`config.mk`:
```
export PLATFORM = sky130hd
export DESIGN_NAME = bcd_seg_mux_driver
export DESIGN_NICKNAME = d
export VERILOG_FILES = /design/src/rtl/bcd_disp_pkg.sv /design/src/rtl/bcd_to_seg7.sv /design/src/rtl/bcd_seg_mux_driver.sv
export SDC_FILE = /design/constraint.sdc
export NUM_CORES = 1
export LEC_CHECK = 0
export ABC_AREA = 1
export CAP_MARGIN = 20
export CORE_MARGIN = 4
export CORE_UTILIZATION = 55
export CTS_BUF_LIST = sky130_fd_sc_hd__clkbuf_8 sky130_fd_sc_hd__clkbuf_16
export DETAILED_ROUTE_END_ITERATION = 7
export HOLD_SLACK_MARGIN = 0.02
export MAX_ROUTING_LAYER = met4
export PLACE_DENSITY = 0.89
export SLEW_MARGIN = 10
export SYNTH_ARGS = -nofsm -noshare
export SYNTH_HDL_FRONTEND = slang
export SYNTH_SLANG_ARGS = --single-unit
```
`constraint.sdc`:
```
create_clock -name clk -period 4.9 [get_ports clk]
set_input_delay 0.49 -clock clk [delete_from_list [all_inputs] [get_ports clk]]
set_output_delay 0.49 -clock clk [all_outputs]
set_load 0.01 [all_outputs]
```
`src/rtl/bcd_disp_pkg.sv`:
```
// Shared types and segment constants for the two-digit BCD display driver.
// Patterns are active-high {g,f,e,d,c,b,a}; polarity is applied at the top.
package bcd_disp_pkg;

  typedef enum logic [1:0] {
    S_UNITS = 2'd0,
    S_GAP0  = 2'd1,
    S_TENS  = 2'd2,
    S_GAP1  = 2'd3
  } disp_state_e;

  localparam logic [6:0] SEG_BLANK = 7'h00;
  localparam logic [6:0] SEG_E     = 7'h79;

  localparam logic [6:0] SEG_0 = 7'h3F;
  localparam logic [6:0] SEG_1 = 7'h06;
  localparam logic [6:0] SEG_2 = 7'h5B;
  localparam logic [6:0] SEG_3 = 7'h4F;
  localparam logic [6:0] SEG_4 = 7'h66;
  localparam logic [6:0] SEG_5 = 7'h6D;
  localparam logic [6:0] SEG_6 = 7'h7D;
  localparam logic [6:0] SEG_7 = 7'h07;
  localparam logic [6:0] SEG_8 = 7'h7F;
  localparam logic [6:0] SEG_9 = 7'h6F;

endpackage

```
`src/rtl/bcd_to_seg7.sv`:
```
// BCD digit to active-high 7-segment pattern.
// Values above 9 render as 'E'.
module bcd_to_seg7
  import bcd_disp_pkg::*;
(
  input  logic [3:0] bcd_i,
  output logic [6:0] seg_o
);

  // pure lookup, invalid codes fall through to 'E'
  always_comb begin
    seg_o = SEG_E;
    unique case (bcd_i)
      4'd0:    seg_o = SEG_0;
      4'd1:    seg_o = SEG_1;
      4'd2:    seg_o = SEG_2;
      4'd3:    seg_o = SEG_3;
      4'd4:    seg_o = SEG_4;
      4'd5:    seg_o = SEG_5;
      4'd6:    seg_o = SEG_6;
      4'd7:    seg_o = SEG_7;
      4'd8:    seg_o = SEG_8;
      4'd9:    seg_o = SEG_9;
      default: seg_o = SEG_E;
    endcase
  end

endmodule

```
`src/rtl/bcd_seg_mux_driver.sv`:
```
// Two-digit multiplexed 7-seg driver with blanking gaps and per-frame snapshot.
// Optional: BCD_LEADING_ZERO_BLANK_EN blanks a zero tens digit.
module bcd_seg_mux_driver
  import bcd_disp_pkg::*;
#(
  parameter int REFRESH_DIV = 4,
  parameter bit ACTIVE_LOW  = 1'b1
) (
  input  logic       clk,
  input  logic       rst,
  input  logic [3:0] tens,
  input  logic [3:0] units,
  output logic [6:0] seg,
  output logic [1:0] an,
  output logic       frame_start
);

  localparam int CW = (REFRESH_DIV > 2) ? $clog2(REFRESH_DIV) : 1;
  localparam logic [CW-1:0] LAST = CW'(REFRESH_DIV - 1);
  localparam logic [6:0] SEG_OFF = ACTIVE_LOW ? ~SEG_BLANK : SEG_BLANK;
  localparam logic [1:0] AN_OFF  = ACTIVE_LOW ? 2'b11 : 2'b00;

  logic [CW-1:0] cnt_q, cnt_d;
  disp_state_e   state_q, state_d;
  logic [3:0]    snap_tens_q, snap_tens_d;
  logic [3:0]    snap_units_q, snap_units_d;
  logic [6:0]    seg_q, seg_d;
  logic [1:0]    an_q, an_d;
  logic          fs_q, fs_d;

  logic       tick;
  logic       enter_units;
  logic [3:0] dec_digit;
  logic [6:0] dec_seg;
  logic [6:0] seg_on;
  logic [1:0] an_on;

  assign tick        = (cnt_q == LAST);
  assign enter_units = tick && (state_q == S_GAP1);

  // prescaler, slot sequencing and frame snapshot
  always_comb begin
    cnt_d        = tick ? '0 : cnt_q + 1'b1;
    state_d      = state_q;
    snap_tens_d  = snap_tens_q;
    snap_units_d = snap_units_q;
    if (tick) begin
      unique case (state_q)
        S_UNITS: state_d = S_GAP0;
        S_GAP0:  state_d = S_TENS;
        S_TENS:  state_d = S_GAP1;
        S_GAP1:  state_d = S_UNITS;
        default: state_d = S_GAP1;
      endcase
    end
    if (enter_units) begin
      snap_tens_d  = tens;
      snap_units_d = units;
    end
  end

  assign dec_digit = (state_d == S_TENS) ? snap_tens_d : snap_units_d;

  bcd_to_seg7 u_dec (
    .bcd_i (dec_digit),
    .seg_o (dec_seg)
  );

  // next registered outputs follow the next state, gaps stay dark
  always_comb begin
    seg_on = SEG_BLANK;
    an_on  = 2'b00;
    unique case (state_d)
      S_UNITS: begin
        seg_on = dec_seg;
        an_on  = 2'b01;
      end
      S_TENS: begin
`ifdef BCD_LEADING_ZERO_BLANK_EN
        if (snap_tens_d != 4'd0) begin
          seg_on = dec_seg;
          an_on  = 2'b10;
        end
`else
        seg_on = dec_seg;
        an_on  = 2'b10;
`endif
      end
      default: begin
        seg_on = SEG_BLANK;
        an_on  = 2'b00;
      end
    endcase
    seg_d = ACTIVE_LOW ? ~seg_on : seg_on;
    an_d  = ACTIVE_LOW ? ~an_on : an_on;
    fs_d  = enter_units;
  end

  // state and output registers, reset blanks the display at once
  always_ff @(posedge clk or posedge rst) begin
    if (rst) begin
      cnt_q        <= '0;
      state_q      <= S_GAP1;
      snap_tens_q  <= 4'd0;
      snap_units_q <= 4'd0;
      seg_q        <= SEG_OFF;
      an_q         <= AN_OFF;
      fs_q         <= 1'b0;
    end else begin
      cnt_q        <= cnt_d;
      state_q      <= state_d;
      snap_tens_q  <= snap_tens_d;
      snap_units_q <= snap_units_d;
      seg_q        <= seg_d;
      an_q         <= an_d;
      fs_q         <= fs_d;
    end
  end

  assign seg         = seg_q;
  assign an          = an_q;
  assign frame_start = fs_q;

endmodule
```
# After elaboration in Yosys (flattened, before gate mapping)
# Memory sizes are Yosys's and may differ from the RTL's.
# Cells that the tools add are included.
[totals]
ff_bits = 22
latchBits = 0
mem_bits_rw = 0
mem_bits_ro = 112
inputBits = 10
out_inout_bits = 10
elab_cells = 28
mem_count = 1
[memory_table]
columns = ["name", "words", "width", "read_ports", "rd_ports_with_merged_regs", "wr", "line", "rtl"]
rows = [
  ["(name not given)", 16, 7, 1, 0, 0, "bcd_to_seg7.sv:13", "unique case (bcd_i)"],
]
[op_classes]
n_addsub = 1
n_mul = 0
div = 0
n_lt_le_gt_ge = 0
eq_ne = 5
n_shift = 0
mux = 8
bitwise_logic = 2
n_reduce_logical = 4
[op_table]
columns = ["cell", "count"]
rows = [
  ["$mux W4", 3],
  ["$eq A2 B2 Y1 const B", 4],
  ["$pmux W2 S4", 1],
  ["$mux W7", 1],
  ["$not A7 Y7", 1],
  ["$logic_not A2 Y1", 2],
  ["$mux W2", 2],
  ["$pmux W2 S2", 1],
  ["$add A2 B1 Y2 const B", 1],
  ["$eq A2 B1 Y1 const B", 1],
  ["$not A2 Y2", 1],
  ["$reduce_or A2 Y1", 1],
  ["$logic_and A1 B1 Y1", 1],
]

# Logic depth before layout (Yosys ltp)
# Gate-level depths: netlist of the first run.
# An unclocked memory read counts as a cell.
[depth]
word_depth = 8
depth_mapped = 14
mapped_depth_nobuf = 14

# By module
# From an unflattened synthesis of the first run, not the netlist that was laid out.
[unflattened]
cells_unflattened = 119
hier_area_um2 = 1076.0
[modules_own_cells]
columns = ["module", "instances", "cells_each", "area_each_um2"]
rows = [
  ["bcd_seg_mux_driver", 1, 86, 887.1],
  ["bcd_to_seg7", 1, 33, 188.9],
]

# Worst setup path after synthesis of the first run
# No wires, ideal clock.
[synth_timing]
path_type = "register to register"
from = "register state_q[1]"
to = "register seg_q[5] (netlist: seg[5])"
setup_time_ns = 0.076
t_arrival_ns = 1.889
path_slack_ns = 2.935
stages_incl_launch_ff = 13
synth_period_minus_slack_ns = 1.965
path_cell_list = "dfstp_2 -> inv_1 -> ha_1 -> nand2_1 -> o21ai_4 -> nand2_4 -> nand2_1 -> nand2_1 -> inv_1 -> ha_1 -> nand3b_1 -> nand3_1 -> nand2_1"
[synth_via]
elab_chain_cells = 8
word_cells_on_any_way = 16
classes_between = "4 x eq/ne; 6 x mux; 1 x bitwise; 4 x reduce/logical; 1 x memory"
[synth_rtl]
columns = ["element", "line", "rtl"]
rows = [
  ["start: declaration", "bcd_seg_mux_driver.sv:24", "disp_state_e state_q, state_d;"],
  ["start signal: assignment", "bcd_seg_mux_driver.sv:111", "state_q <= state_d;"],
  ["$eq A2 B2 Y1, or another cell as far along", "bcd_seg_mux_driver.sv:48", "unique case (state_q)"],
  ["$pmux W2 S4", "bcd_seg_mux_driver.sv:48", ""],
  ["$mux W2 (*)", "bcd_seg_mux_driver.sv:47", "if (tick) begin"],
  ["named net state_d[1]", "bcd_seg_mux_driver.sv:24", ""],
  ["$eq A2 B2 Y1", "bcd_seg_mux_driver.sv:62, bcd_seg_mux_driver.sv:73", ""],
  ["$mux W4", "bcd_seg_mux_driver.sv:62", "assign dec_digit = (state_d == S_TENS) ? snap_tens_d : snap_units_d;"],
  ["$mem_v2 Z16 W7", "-", ""],
  ["$mux W7 (*)", "bcd_seg_mux_driver.sv:73", "unique case (state_d)"],
  ["$not A7 Y7 (*)", "bcd_seg_mux_driver.sv:94", "seg_d = ACTIVE_LOW ? ~seg_on : seg_on;"],
  ["named net seg_d[5]", "bcd_seg_mux_driver.sv:27", "logic [6:0] seg_q, seg_d;"],
  ["end signal: assignment", "bcd_seg_mux_driver.sv:114", "seg_q <= seg_d;"],
  ["end: declaration", "bcd_seg_mux_driver.sv:27", ""],
]
# Mark *: on every way through the listed nets, which the timed path passes. The rest lies on a longest branch.

# Worst setup path after layout of the first run
[layout_timing]
from = "register state_q[1]"
to = "register seg_q[6] (netlist: seg[6])"
# The elaborated chain is that of the path after synthesis.

==> summary.txt, run 1 <==
Global routing
  – Largest net degree at the start of global routing: 23
  – Initial antenna violation count: 0
  – Tot GR Track Use: 0.182
  – First-pass GRT wire length: 3780 microns
  – Grt ovf: 0
  – Vias in the first global route: 885

Min path
  – Hold Path Class: reg -> reg
  – Hold path start: cnt_q[0]
  – Hold depth: 1
  – Worst Hold Path EP: cnt_q[0]

Clock network
  – Clock buffer count from CTS: 3
  – CTS tree: done
  – Clk sinks: 22
  – Resize count post-CTS: 0
  – H-tree levels: 1
  – CTS Root Cell: clkbuf_8
  – Clk Latency, worst-skew pair: 260 ps
  – Clk slew on worst S/H paths: 70 ps
  – Hold_buf cts: 0
  – CTS max path bufs: 2
  – Setup Fix Bufs, Post-CTS: 0

Logic synthesis
  – Most frequent cells after synthesis: nand2_1, inv_1, nand3_1
  – Count of cell types in the netlist: 21
  – Synthesized area per cell: 9.50 sq um
  – Cell taking the most area after synthesis: dfstp_2
  – Most numerous cell in the Yosys netlist: nand2_1
  – EDFF count, synth: 0
  – Post-synth top area share: 0.238
  – Synth Flop Type: dfstp_2
  – Synth Instances: 128
  – FF+latch count, synth: 22
  – Sequential area share after synthesis: 0.464
  – Mapped Nets: 147
  – Synth Warn #: 0
  – Synth top area cells: dfstp_2, dfrtp_1, ha_1
  – Area of the mapped netlist: 1220 sq um
  – Async set-reset flop share out of synthesis: 1.00

Worst setup path
  – R2r endpoint: seg[6]
  – Critical Path End Type: flop
  – CP required: 5090 ps
  – CP Max Fanout: 9
  – Crit Path Class: reg -> reg
  – Worst path arrival time: 2380 ps
  – Startpoint of the worst register-to-register path: state_q[1]
  – Worst Reg2Reg Path Length in Cells: 12
  – Startpoint types: flop
  – Flop2flop setup slack: 2710 ps

Timing
  – Max-slew violation count: 0
  – Crit path time final: 2190 ps
  – Worst-Margin Slew: 823 ps
  – Achievable Freq: 456 MHz
  – Final setup fails: 0
  – Fin. Hold Viols: 0
  – Max-slew headroom: 0.451
  – Part of the cycle the worst path needs: 0.447
  – RSZ-0062 raised after global routing: false
  – Setup TNS: 0 ps
  – Final Skew: 2.53 ps

Die
  – Die Y: 55.0 microns
  – I/O pin count: 20
  – Die area: 3030 sq um
  – Core box area: 2020 sq um
  – Chip Width: 55.0 microns
  – Row cnt: 16
  – Initial core utilization: 0.601

Route
  – WL per Instance: 12.0 microns
  – Starting DRC count in detailed routing: 18
  – Final WL: 2110 microns
  – Pre-antenna DRT Iters: 4
  – Post-detailed-route count of antenna-violating nets: 0
  – Residual DRC count: 0
  – Routed vias: 876
  – Vias per cell: 5.01

Power and ir drop
  – Max VDD drop: 0.216 mV
  – Power per cell area: 243 nW/um^2
  – P_leak: 0.753 nW

Placement
  – Detail Placement HPWL: 1570 microns
  – Gp weighted congestion: 0.821
  – Port bufs: 19
  – Post-DP Area: 1400 sq um

Run status
  – Status: complete, no violations

Job
  – Max-cap violations: 0

Finish
  – Area Growth Syn to Fin: 18.6%
  – Fin nets: 168
  – Finished Cell Area: 1440 sq um
  – Share of post-route cells with drive strength above 1: 0.196
  – Fillers: 142
  – Antenna cells: 0
-- cells in the final DEF (no fill, tap or decap) --
cell type and instances:
o21ai_1 2, nor2_1 4, o21ai_2 1, clkdlybuf4s50_1 19
dfstp_2 11, or2_2 1, nand2_8 1, o21ai_0 4
dfrtp_1 11, nand3b_1 2, inv_1 22, nand3_1 16
nand2_2 3, nand2_4 5, nand3_2 1, or2_4 1
o21ai_4 1, nand3b_4 1, clkbuf_8 3, ha_1 9
nand2_1 30
-- flip-flops by register name, indices dropped and copies added (netlist names) --
| name | flops |
|---|---|
| an | 2 |
| cnt_q | 2 |
| frame_start | 1 |
| seg | 7 |
| snap_tens_q | 4 |
| snap_units_q | 4 |
| state_q | 2 |
-- per-layer routing --
metal	part of all wire	up-vias	GRT usage	wire length [microns]
li1	-	433	-	-
met1	0.40	406	0.207	850
met2	0.52	28	0.297	1090
met3	0.054	9	0.0402	113
met4	0.025	0	0.101	53
met5	0	-	-	0
-- cells by family after synthesis --
| logic type | synth area share |
|---|---|
| AO/OA/AOI/OAI | 0.0453 |
| adder cells (fa/ha/maj) | 0.0926 |
| buffers and inverters | 0.0998 |
| flip-flops | 0.464 |
| AND/OR/NAND/NOR | 0.298 |
-- power by group --
part / internal [mW] / switching [mW]
clock: 0.0558 / 0.0548
sequential: 0.192 / 0.00192
combinational: 0.0226 / 0.0236
-- how the worst max path moves through the flow --
stage | slack (ps) | from | end | cells past startpoint
2_1_floorplan | 2940 | state_q[1] | seg[5] | 12
3_3_place_gp | 2840 | cnt_q[0] | seg[6] | 10
3_5_place_dp | 2730 | state_q[1] | seg[4] | 13
4_1_cts | 2700 | state_q[1] | seg[4] | 13
5_1_grt | 2500 | cnt_q[0] | seg[4] | 11
6_report | 2710 | state_q[1] | seg[6] | 12
-- metrics by stage --
stage | setup WS, ps | util | hold WS [ps] | cells | total power [mW]
floorplan | 2940 | - | 403 | 128 | 0.223
global placement | 2840 | 0.691 | 413 | 171 | 0.242
detailed placement | 2730 | 0.691 | 424 | 171 | 0.244
CTS | 2700 | 0.713 | 436 | 175 | 0.354
global route | 2500 | 0.713 | 465 | 175 | 0.369
finish | 2710 | 0.713 | 433 | 175 | 0.351
-- final cells by class --
| class | instances | area [sq um] | share of cell area |
|---|---|---|---|
| Clock buffer | 3 | 41.3 | 0.0286 |
| Clock inverter | 1 | 3.75 | 0.00260 |
| Inverter | 21 | 78.8 | 0.0546 |
| Multi-Input combinational cell | 82 | 531 | 0.368 |
| Sequential cell | 22 | 564 | 0.391 |
| Tap cell | 27 | 33.8 | 0.0234 |
| Timing Repair Buffer | 19 | 190 | 0.132 |
-- critical path, cell delays in order, from the launching register on --
cell and delay (ps):
dfstp_2 550, inv_1 80, ha_1 270, nand2_1 110, o21ai_4 130, nand2_4 160, nand2_1 60, nand2_1 160
inv_1 90, ha_1 190, nand3b_1 170, nand3_1 90, nand2_1 60
No activity file was read; power rests on OpenSTA's default activity.
==> run 2: changes to the inputs <==
CORE_UTILIZATION = 52   (was 55)
PLACE_DENSITY = 0.85   (was 0.89)
clock period = 2.1 ns   (was 4.9 ns; I/O delays follow)
==> summary.txt, run 2 (synthesized netlist as in run 1, its figures left out) <==
Finish
  – Share of post-route cells with drive strength above 1: 0.273 (was 0.196)
  – Fin cells: 182 (was 175)
  – Finished Cell Area: 1510 sq um (was 1440 sq um)
  – Area of the multi-input gates: 551 sq um (was 531 sq um)
  – Final core utilization: 0.682 (was 0.713)
  – Area Growth Syn to Fin: 24.1% (was 18.6%)
  – Fillers: 173 (was 142)
  – Most common cell after layout, fill and taps aside: nand2_1 (unchanged)
  – Largest register FFs: 7 (unchanged)
  – Antenna cells: 0 (unchanged)
  – Register area: 564 sq um (unchanged)
  – Fin nets: 174 (was 168)
  – Commonest cells after routing, fill and taps aside: nand2_1, inv_1, clkdlybuf4s50_1 (unchanged)

Worst setup path
  – R2r endpoint: seg[4] (was seg[6])
  – Flop2flop setup slack: 90 ps (was 2710 ps)
  – Worst Reg2Reg Path Length in Cells: 12 (unchanged)
  – CP Max Fanout: 5 (was 9)
  – Critical path origin: state_q[1] (unchanged)
  – Worst path arrival time: 2200 ps (was 2380 ps)
  – Critical Path End Type: flop (unchanged)
  – CP required: 2300 ps (was 5090 ps)
  – Startpoint types: flop (unchanged)
  – Crit Path Class: reg -> reg (unchanged)
  – Startpoint of the worst register-to-register path: state_q[1] (unchanged)

Clock network
  – Clk slew on worst S/H paths: 80 ps (was 70 ps)
  – Clk sinks: 22 (unchanged)
  – CTS tree: done (unchanged)
  – H-tree levels: 1 (unchanged)
  – Clock buffer count from CTS: 3 (unchanged)
  – CTS max path bufs: 2 (unchanged)
  – CTS Root Cell: clkbuf_8 (unchanged)
  – Clk Latency, worst-skew pair: 260 ps (about the same)

Die
  – I/O pin count: 20 (unchanged)
  – Initial core utilization: 0.550 (was 0.601)
  – Die Y: 56.4 microns (was 55.0 microns)
  – Row cnt: 17 (was 16)
  – Die area: 3180 sq um (was 3030 sq um)
  – Core box area: 2210 sq um (was 2020 sq um)
  – Chip Width: 56.4 microns (was 55.0 microns)

Timing
  – Setup TNS: 0 ps (unchanged)
  – Final setup fails: 0 (unchanged)
  – Part of the cycle the worst path needs: 0.957 (was 0.447)
  – Worst-Margin Slew: 575 ps (was 823 ps)
  – Crit path time final: 2010 ps (was 2190 ps)
  – Max-slew violation count: 0 (unchanged)
  – Hold_ws: 307 ps (was 433 ps)
  – Achievable Freq: 498 MHz (was 456 MHz)
  – Fin. Hold Viols: 0 (unchanged)
  – Final worst slack: 90.4 ps (was 2710 ps)
  – Final Skew: 7.77 ps (was 2.53 ps)
  – Max-slew headroom: 0.616 (was 0.451)

Power and ir drop
  – Power Total: 821 uW (was 351 uW)
  – Max VDD drop: 0.413 mV (was 0.216 mV)
  – Power per cell area: 544 nW/um^2 (was 243 nW/um^2)
  – P_leak: 0.778 nW (was 0.753 nW)

Global routing
  – Global route hottest layer: met2 (unchanged)
  – First-pass GRT wire length: 3280 microns (was 3780 microns)
  – GRT met1 Usage: 0.178 (was 0.207)
  – Vias in the first global route: 784 (was 885)
  – Initial antenna violation count: 0 (unchanged)
  – Grt met2 use: 0.205 (was 0.297)
  – Grt ovf: 0 (unchanged)
  – Tot GR Track Use: 0.133 (was 0.182)
  – Largest net degree at the start of global routing: 18 (was 23)
  – Grt met3 use: 0.0253 (was 0.0402)

Placement
  – Post-DP Area: 1430 sq um (was 1400 sq um)
  – Detail Placement HPWL: 1580 microns (was 1570 microns)
  – Port bufs: 19 (unchanged)
  – DP Cell Count: 176 (was 171)
  – Post-Place Setup Slack: 3.33 ps (was 2730 ps)
  – Gp weighted congestion: 0.906 (was 0.821)

Route
  – Vias per cell: 4.74 (was 5.01)
  – Residual DRC count: 0 (unchanged)
  – Starting DRC count in detailed routing: 24 (was 18)
  – Post-detailed-route count of antenna-violating nets: 0 (unchanged)
  – Pre-antenna DRT Iters: 4 (unchanged)
  – WL per Instance: 11.4 microns (was 12.0 microns)
  – Routed vias: 862 (was 876)
  – Final WL: 2080 microns (was 2110 microns)

Job
  – Max-cap violations: 0 (unchanged)

Min path
  – Hold Path Class: in -> async (was reg -> reg)

Run status
  – Status: complete, no violations (unchanged)
-- run 2: changes by cell type in the layout (fill, tap and decap cells not counted), moves of 2 or more --
cell | previous run | this run
buf_4 | 0 | 6
inv_1 | 22 | 20
ha_1 | 9 | 7
nand2_1 | 30 | 26
ha_2 | 0 | 2
nand2_2 | 3 | 6
-- run 2: per-layer routing --
| layer | part of all wire | vias to the layer above |
|---|---|---|
| li1 | - | 445 |
| met1 | 0.45 | 391 |
| met2 | 0.49 | 22 |
| met3 | 0.047 | 4 |
| met4 | 0.011 | 0 |
| met5 | 0 | - |
-- run 2: cell type report --
type                            instances  area share
Clock buffer                            3      0.0274
Timing Repair Buffer                   25       0.156
Sequential cell                        22       0.374
Clock inverter                          1     0.00249
Tap cell                               28      0.0232
Multi-Input combinational cell         82       0.365
Inverter                               21      0.0522
-- run 2: power breakdown --
part / total [mW] / internal (mW) / switching (mW)
registers: 0.453 / 0.449 / 0.00462
clock network: 0.255 / 0.130 / 0.125
logic: 0.113 / 0.0562 / 0.0564
-- run 2: how the worst max path moves through the flow --
stage | to | cells past startpoint
3_3_place_gp | seg[5] | 12
3_5_place_dp | seg[6] | 12
5_1_grt | seg[4] | 14
6_report | seg[4] | 12
2_1_floorplan | seg[5] | 12
4_1_cts | seg[6] | 12
-- run 2: what timing repair did --
item | CTS | global route
setup buffers | 0 | 2
cloned | 0 | 0
resized for setup | 1 | 8
hold buffers | 0 | 0
setup endpoints to repair | 2 | 5
pin swaps | 0 | 4
-- run 2: critical path, stage by stage, from the launching register on --
cell,delay [ps]
dfstp_2,540
inv_1,70
ha_1,290
nand2_2,60
o21ai_4,120
nand2_4,100
nand2_2,90
nand2_4,70
buf_4,140
ha_1,200
nand3_1,90
nand3_1,90
nand2_1,80
==> run 3: changes to the inputs <==
CAP_MARGIN = unset   (was 20)
CELL_PAD_IN_SITES_DETAIL_PLACEMENT = 1   (was unset)
CELL_PAD_IN_SITES_GLOBAL_PLACEMENT = 1   (was unset)
CORE_UTILIZATION = 40   (was 52)
==> summary.txt, run 3 (synthesized netlist as in run 1, its figures left out) <==
Run status
  – Status: complete, no violations (unchanged)

Die
  – Chip Width: 63.1 microns (was 56.4 microns)
  – I/O pin count: 20 (unchanged)
  – Die Y: 63.1 microns (was 56.4 microns)
  – Core box area: 2830 sq um (was 2210 sq um)
  – Row cnt: 19 (was 17)
  – Die area: 3990 sq um (was 3180 sq um)
  – Initial core utilization: 0.430 (was 0.550)

Timing
  – Fin. Hold Viols: 0 (unchanged)
  – Final setup fails: 0 (unchanged)
  – Hold_ws: 330 ps (was 307 ps)
  – Final Skew: 9.90 ps (was 7.77 ps)
  – Part of the cycle the worst path needs: 0.958 (was 0.957)
  – Crit path time final: 2010 ps (about the same)
  – Achievable Freq: 497 MHz (was 498 MHz)
  – Max-slew violation count: 0 (unchanged)
  – Max-slew headroom: 0.555 (was 0.616)
  – Worst-Margin Slew: 667 ps (was 575 ps)

Worst setup path
  – Worst path max stage delay: 590 ps (was 540 ps)
  – Critical path origin: state_q[0] (was state_q[1])
  – R2r endpoint: seg[6] (was seg[4])
  – CP bufs+invs: 2 (unchanged)
  – Critical-path top delay cell: dfstp_2 (unchanged)
  – CP Max Fanout: 5 (unchanged)
  – Largest delay contributor family on the critical path: simple AND/OR/NAND/NOR gates (unchanged)
  – Startpoint of the worst register-to-register path: state_q[0] (was state_q[1])
  – Critical Path End Type: flop (unchanged)
  – CP cell instances: inv_2, ha_1, nand2_2, o21ai_4, nand2_4, nand2_2, nand2_4, inv_2, ha_1, nand3b_1, nand3_1, nand2_1 (was inv_1, ha_1, nand2_2, o21ai_4, nand2_4, nand2_2, nand2_4, buf_4, ha_1, nand3_1, nand3_1, nand2_1)
  – CP required: 2310 ps (was 2300 ps)
  – CP endpoint: seg[6] (was seg[4])
  – Critical Path Stages: 12 (unchanged)
  – Worst path arrival time: 2220 ps (was 2200 ps)
  – Startpoint types: flop (unchanged)
  – Crit Path Class: reg -> reg (unchanged)
  – Flop2flop setup slack: 90 ps (about the same)
  – Worst Reg2Reg Path Length in Cells: 12 (unchanged)

Finish
  – Area Growth Syn to Fin: 29.2% (was 24.1%)
  – Fin cells: 187 (was 182)
  – Largest register FFs: 7 (unchanged)
  – Most common cell after layout, fill and taps aside: nand2_1 (unchanged)
  – Area of the multi-input gates: 594 sq um (was 551 sq um)
  – Antenna cells: 0 (unchanged)
  – Share of post-route cells with drive strength above 1: 0.340 (was 0.273)
  – Fillers: 339 (was 173)
  – Fin nets: 176 (was 174)
  – Commonest cells after routing, fill and taps aside: nand2_1, inv_1, clkdlybuf4s50_1 (unchanged)
  – Register area: 564 sq um (unchanged)

Global routing
  – Largest net degree at the start of global routing: 18 (unchanged)
  – Initial antenna violation count: 0 (unchanged)
  – Grt ovf: 0 (unchanged)
  – Tot GR Track Use: 0.160 (was 0.133)
  – First-pass GRT wire length: 4880 microns (was 3280 microns)
  – Vias in the first global route: 1009 (was 784)

Clock network
  – H-tree levels: 1 (unchanged)
  – Clk sinks: 22 (unchanged)
  – Clk slew on worst S/H paths: 90 ps (was 80 ps)
  – Clk Latency, worst-skew pair: 270 ps (was 260 ps)
  – CTS tree: done (unchanged)
  – Hold_buf cts: 0 (unchanged)
  – CTS max path bufs: 2 (unchanged)
  – Clock buffer count from CTS: 3 (unchanged)
  – CTS Root Cell: clkbuf_8 (unchanged)

Min path
  – Hold Path Class: in -> async (unchanged)

Route
  – Post-detailed-route count of antenna-violating nets: 0 (unchanged)
  – Residual DRC count: 0 (unchanged)
  – Final WL: 3090 microns (was 2080 microns)
  – Pre-antenna DRT Iters: 4 (unchanged)
  – Routed vias: 936 (was 862)
  – Vias per cell: 5.01 (was 4.74)
  – Starting DRC count in detailed routing: 27 (was 24)
  – WL per Instance: 16.5 microns (was 11.4 microns)

Placement
  – DP Cell Count: 182 (was 176)
  – Gp weighted congestion: 0.766 (was 0.906)
  – Port bufs: 19 (unchanged)
  – Detail Placement HPWL: 2210 microns (was 1580 microns)

Job
  – Max-cap violations: 0 (unchanged)

Power and ir drop
  – Power per cell area: 547 nW/um^2 (was 544 nW/um^2)
  – Power Total: 859 uW (was 821 uW)
  – P_leak: 0.790 nW (was 0.778 nW)
  – Max VDD drop: 0.246 mV (was 0.413 mV)
run 3: worst reg2reg max path: cells and delay by family, from the launching register on:
kind                     cells  cell delay [ps]
AO/OA/AOI/OAI                1               90
adder cells (fa/ha/maj)      2              490
buffers and inverters        2              120
flip-flops                   1              590
AND/OR/NAND/NOR              7              690
run 3: worst min path at each step:
stage	slack, ps	end	cells past startpoint
2_1_floorplan	190	cnt_q[0]	1
3_3_place_gp	410	cnt_q[0]	1
5_1_grt	400	cnt_q[0]	2
6_report	330	cnt_q[1]	2
3_5_place_dp	450	cnt_q[0]	1
4_1_cts	370	frame_start	2
run 3: power by group:
group / total [mW] / switching, mW / internal, mW
combinational: 0.125 / 0.0664 / 0.0590
clock: 0.280 / 0.149 / 0.131
sequential: 0.454 / 0.00565 / 0.449
total: 0.859 / 0.221 / 0.639
run 3: what timing repair did:
item,CTS,global route
buffers inserted,0,1
resized for setup,2,18
pin swaps,0,4
cloned,0,0
setup endpoints to repair,2,7
run 3: metal layers:
metal | track usage | up-vias | part of all wire
li1 | - | 450 | -
met1 | 0.189 | 460 | 0.41
met2 | 0.267 | 18 | 0.54
met3 | 0.0231 | 8 | 0.028
met4 | 0.0744 | 0 | 0.026
met5 | - | - | 0
run 3: cell type report:
cell class | instances | share of cell area
Clock inverter | 1 | 0.00239
Timing Repair Buffer | 27 | 0.159
Clock buffer | 3 | 0.0263
Inverter | 21 | 0.0502
Multi-Input combinational cell | 82 | 0.378
Sequential cell | 22 | 0.359
Tap cell | 31 | 0.0247
run 3: per-stage QoR:
step                cell area [sq um]  TNS [ps]   util  setup WS, ps
finish                           1570         0  0.556          87.9
CTS                              1510         0  0.532          12.5
global placement                 1460         0  0.514          89.0
global route                     1570      -129  0.556         -42.0
detailed placement               1460     -73.6  0.514         -42.1
floorplan                        1220         0      -           135
